--- src/rtl/add_serial.sv ---
// Bit-serial unsigned adder, LSB first; done pulses WIDTH cycles after an accepted start.
// No backpressure: start is only sampled in IDLE/DONE, and start while busy is dropped.
module add_serial #(
    parameter int WIDTH = 8
) (
    input  logic             clk,
    input  logic             rst_n,
    input  logic             start,
    input  logic [WIDTH-1:0] a,
    input  logic [WIDTH-1:0] b,
    output logic             busy,
    output logic             done,
    output logic [WIDTH-1:0] sum,
    output logic             carry
);

    localparam int IW = (WIDTH > 2) ? $clog2(WIDTH) : 1;

    typedef enum logic [1:0] {
        ST_IDLE = 2'd0,
        ST_RUN  = 2'd1,
        ST_DONE = 2'd2
    } state_t;

    state_t          state, state_nxt;
    logic [WIDTH-1:0] a_q, b_q;
    logic [IW-1:0]    idx;
    logic             c_q;
    logic             accept;
    logic             last_bit;
    logic             fa_s, fa_c;

    always_ff @(posedge clk or negedge rst_n) begin
        if (!rst_n) state <= ST_IDLE;
        else        state <= state_nxt;
    end

    always_comb begin
        state_nxt = state;
        accept    = 1'b0;
        case (state)
            ST_IDLE: begin
                if (start) begin
                    state_nxt = ST_RUN;
                    accept    = 1'b1;
                end
            end
            ST_RUN: begin
                if (last_bit) state_nxt = ST_DONE;
            end
            ST_DONE: begin
                if (start) begin
                    state_nxt = ST_RUN;
                    accept    = 1'b1;
                end else begin
                    state_nxt = ST_IDLE;
                end
            end
            default: state_nxt = ST_IDLE;
        endcase
    end

    assign last_bit = (idx == IW'(WIDTH - 1));
    assign busy     = (state == ST_RUN);
    assign done     = (state == ST_DONE);

    // The single full-adder cell shared by every bit position.
    assign fa_s = a_q[idx] ^ b_q[idx] ^ c_q;
    assign fa_c = (a_q[idx] & b_q[idx]) | (a_q[idx] & c_q) | (b_q[idx] & c_q);

    always_ff @(posedge clk or negedge rst_n) begin
        if (!rst_n) begin
            a_q   <= '0;
            b_q   <= '0;
            idx   <= '0;
            c_q   <= 1'b0;
            sum   <= '0;
            carry <= 1'b0;
        end else if (accept) begin
            a_q <= a;
            b_q <= b;
            idx <= '0;
            c_q <= 1'b0;
            sum <= '0;
        end else if (state == ST_RUN) begin
            sum[idx] <= fa_s;
            c_q      <= fa_c;
            if (last_bit) begin
                carry <= fa_c;
                idx   <= '0;
            end else begin
                idx <= idx + IW'(1);
            end
        end
    end

endmodule

--- config.mk ---
export PLATFORM = sky130hd
export DESIGN_NAME = add_serial
export DESIGN_NICKNAME = d
export VERILOG_FILES = /design/src/rtl/add_serial.sv
export SDC_FILE = /design/constraint.sdc
export NUM_CORES = 1
export LEC_CHECK = 0
export BUFFER_PORTS_ARGS = -buffer_cell sky130_fd_sc_hd__clkbuf_2
export CAP_MARGIN = 20
export CORE_MARGIN = 2
export CORE_UTILIZATION = 33
export DETAILED_ROUTE_END_ITERATION = 6
export PLACE_DENSITY = 0.55
export RECOVER_POWER = 50
export SLEW_MARGIN = 20
export SYNTH_ARGS = -nofsm -noshare
export SYNTH_HDL_FRONTEND = slang
export SYNTH_SLANG_ARGS = --single-unit
--- constraint.sdc ---
create_clock -name clk -period 2.4 [get_ports clk]
set_input_delay 0.12 -clock clk [delete_from_list [all_inputs] [get_ports clk]]
set_output_delay 0.12 -clock clk [all_outputs]
set_load 0.005 [all_outputs]
==> flow_metrics.env <==
export IMPL_grt_use_total_pct=14.0
export IMPL_path_class="flip-flop to flip-flop"
export IMPL_fp_dieW_um=70.2
export IMPL_synth_net_count=172
export IMPL_dieArea_um2=4920
export IMPL_viasPerCell=4.80
export IMPL_ir_worst_vdd_mv=0.499
export IMPL_startpoint_type="flip-flop"
export IMPL_min_delay_worst_endpoint="a_q[6]"
export IMPL_fill_cells=438
export IMPL_fin_skew_ps=2.10
export IMPL_worstMarginPinSlew_ps=1650
export IMPL_io_pins=30
export IMPL_hold_viol_final=0
export IMPL_finalWorstSetupSlack_ps=103
export IMPL_tns_ps=0
export IMPL_whs_path_depth=3
export IMPL_num_vias=1151
export IMPL_ys_seq_area_share_pct=53.7
export IMPL_ys_seq_elements=31
export IMPL_overflow=0
export IMPL_numCtsBuffers=5
export IMPL_synth_distinct_cells=31
export IMPL_cap_violations=1
export IMPL_fin_crit_sh_pct=95.7
export IMPL_fmax_mhz=435
export IMPL_detail_route_wirelength_um=3060
export IMPL_pwr_share_comb_pct=45.1
export IMPL_min_period_ps=2300
export IMPL_synth_simple_gate_area_share_pct=22.3
export IMPL_io_buffers=29
export IMPL_critPathMaxFanout=8
export IMPL_status="finished, violations left"
export IMPL_synth_top_family_by_area="simple AND/OR/NAND/NOR gates"
export IMPL_maxSlewViolCount=32
export IMPL_cts_root_buf="clkbuf_8"
export IMPL_design_core_area_um2=4290
export IMPL_endpoint_kind="flip-flop"
export IMPL_avgSynthCellArea_um2=9.63
export IMPL_grt_pass1_wl_um=5380
export IMPL_synth_compound_area_share_pct=10.6
export IMPL_fin_util_pct=41.9
export IMPL_finalSetupViolations=0
export IMPL_synthCells=150
export IMPL_violations="capacitance limit, slew limit"
export IMPL_antenna_left=0
export IMPL_clkTransAtPathRegs_ps=60
export IMPL_post_place_ws_ps=-60.2
export IMPL_clock_latency_ps=280
export IMPL_yosys_area_share_adder_pct=3.12
export IMPL_wl_per_cell_um=12.7
export IMPL_synth_xor_area_share_pct=0
export IMPL_yosysWarningCount=0
export IMPL_hpwl_um=2150
export IMPL_synthMuxAreaShare_pct=5.89
export IMPL_antenna_found_initial=0
export IMPL_syn_to_final_growth_pct=24.5
export IMPL_num_antenna_cells=0
export IMPL_powerDensity_nw_per_um2=1330
export IMPL_nets=209
export IMPL_tritoncts="done"
export IMPL_reg2reg_depth=5
export IMPL_r2r_slack_ps=100
export IMPL_start_util_pct=33.7
export IMPL_p_int_mw=1.48
export IMPL_cts_sinks=31
export IMPL_swShare_pct=38.1
export IMPL_drc_errors=0
export IMPL_hp_class="input port to flip-flop"
export IMPL_cp_data_required_time_ps=2610
export IMPL_hold_path_startpoint="a[6]"
export IMPL_seq_power_share_pct=38.7
export IMPL_first_global_vias=1153
export IMPL_grt_start_max_net_pins=32
export IMPL_syn_cell_area_um2=1450
export IMPL_p_clk_share_pct=16.2
export IMPL_cts_path_max_buffers=2
export IMPL_drive_above_1_share_pct=29.3
export IMPL_timing_slew_headroom_pct=-9.95
export IMPL_power_leakage_nw=0.895
export IMPL_gp_congestion=0.703
export IMPL_dieHeight_um=70.2
export IMPL_reg2reg_from="idx[1]"
export IMPL_drt_iter0_drc=38
export IMPL_critical_path_arrival_ps=2510
export IMPL_p_sw_mw=0.910
export IMPL_cts_max_level=2
export IMPL_r2r_end="sum[1]"
export IMPL_rows=24
export IMPL_drt_pass1_iter_count=4
## power groups by stage
stage | clock network, mW | logic, mW | registers [mW]
4_1_cts | 0.404 | 0.978 | 0.929
3_5_place_dp | 0 | 0.975 | 0.936
5_1_grt | 0.434 | 1.22 | 0.963
6_report | 0.388 | 1.08 | 0.923
2_1_floorplan | 0 | 0.738 | 0.864
3_3_place_gp | 0 | 0.932 | 0.930
## sequential cells by signal, summed over array words and instances, names as in the netlist
register and flops:
sum 8, c_q 1, a_q 8, state 2, b_q 8, idx 3
carry 1
## cells in the mapped netlist (all sizes together)
master,count,area (um2)
clkbuf,5,20.0
buf,4,23.8
nor3,1,5.00
mux4,2,45.0
mux2i,4,40.0
o21ai,8,40.0
ha,2,25.0
fa,1,20.0
a21boi,1,7.51
inv,5,18.8
nand3,1,5.00
a22o,1,8.76
nor2,1,3.75
a32o,1,10.0
or3b,1,8.76
a211oi,1,7.51
o2bb2ai,1,8.76
nor2b,2,12.5
a21oi,8,40.0
nand2,50,188
or3,6,37.5
o31ai,3,22.5
o32ai,1,8.76
nand2b,4,25.0
nand3b,2,15.0
or4,2,15.0
dfrtp,31,776
nor3b,1,7.51
## worst max-delay path by stage
stage	from	end	slack, ps	cells past startpoint
CTS	idx[1]	sum[0]	30	7
finish	idx[1]	sum[1]	100	5
floorplan	idx[2]	sum[0]	20	7
detailed placement	idx[2]	sum[0]	-60	6
global placement	idx[2]	sum[0]	90	6
global route	idx[1]	sum[1]	-10	7
## critical path, cell delays in order, from the launching register on
cell and delay, ps:
dfrtp_2 400, mux4_2 510, mux2i_1 180, fa_2 520, or4_4 500, a21oi_2 130
## stage by stage
| step | power, mW | hold WS (ps) | cell area [um2] | instances |
|---|---|---|---|---|
| floorplan | 1.60 | -176 | 1450 | 150 |
| global placement | 1.86 | 227 | 1650 | 227 |
| detailed placement | 1.91 | 230 | 1650 | 227 |
| CTS | 2.31 | 19.5 | 1740 | 236 |
| global route | 2.62 | 29.5 | 1800 | 240 |
| finish | 2.39 | 28.6 | 1800 | 240 |
## what timing repair did
action                     in CTS  in global routing
hold buffers                    1                  0
gates resized for setup         1                  9
cloned                          0                  0
hold endpoints to repair       31                  0
pin swaps                       0                  2
setup endpoints to repair       3                  8
buffers inserted                0                  4
## final cells by class
type                            count  area (um2)  area share, %
Sequential cell                    31         779           43.3
Tap cell                           52        65.1           3.62
Timing Repair Buffer               39         219           12.2
Inverter                            5        18.8           1.04
Clock inverter                      3        15.0          0.834
Multi-Input combinational cell    105         633           35.2
Clock buffer                        5        68.8           3.82
## cells by family (layout without fill, tap and decap cells)
group,Yosys count,count (layout)
AOI/OAI and AO/OA,25,25
adders and majority gates,3,3
buffers and inverters,14,52
DFF,31,31
muxes,6,6
and+or+nand+nor,71,71
## placed cells by master (no fill, tap or decap), types with 2 or more instances in the layout
| cell | count |
|---|---|
| nand2_1 | 50 |
| clkbuf_2 | 29 |
| dfrtp_1 | 28 |
| o21ai_0 | 8 |
| a21oi_1 | 7 |
| or3_1 | 6 |
| buf_4 | 6 |
| inv_1 | 5 |
| clkbuf_8 | 5 |
| nand2b_1 | 4 |
| mux2i_1 | 3 |
| o31ai_1 | 3 |
| clkinv_2 | 3 |
| dfrtp_2 | 3 |
| mux4_2 | 2 |
| nor2b_1 | 2 |
| nand3b_1 | 2 |
| ha_1 | 2 |
| clkbuf_1 | 2 |
## routing by layer
layer,part of all wire [%],up-vias,global-route usage [%]
li1,-,575,-
met1,44,533,17.0
met2,47,37,23.6
met3,6.3,6,3.03
met4,2.1,0,6.41
met5,0,-,0
Power figures use the tool's default switching activity.
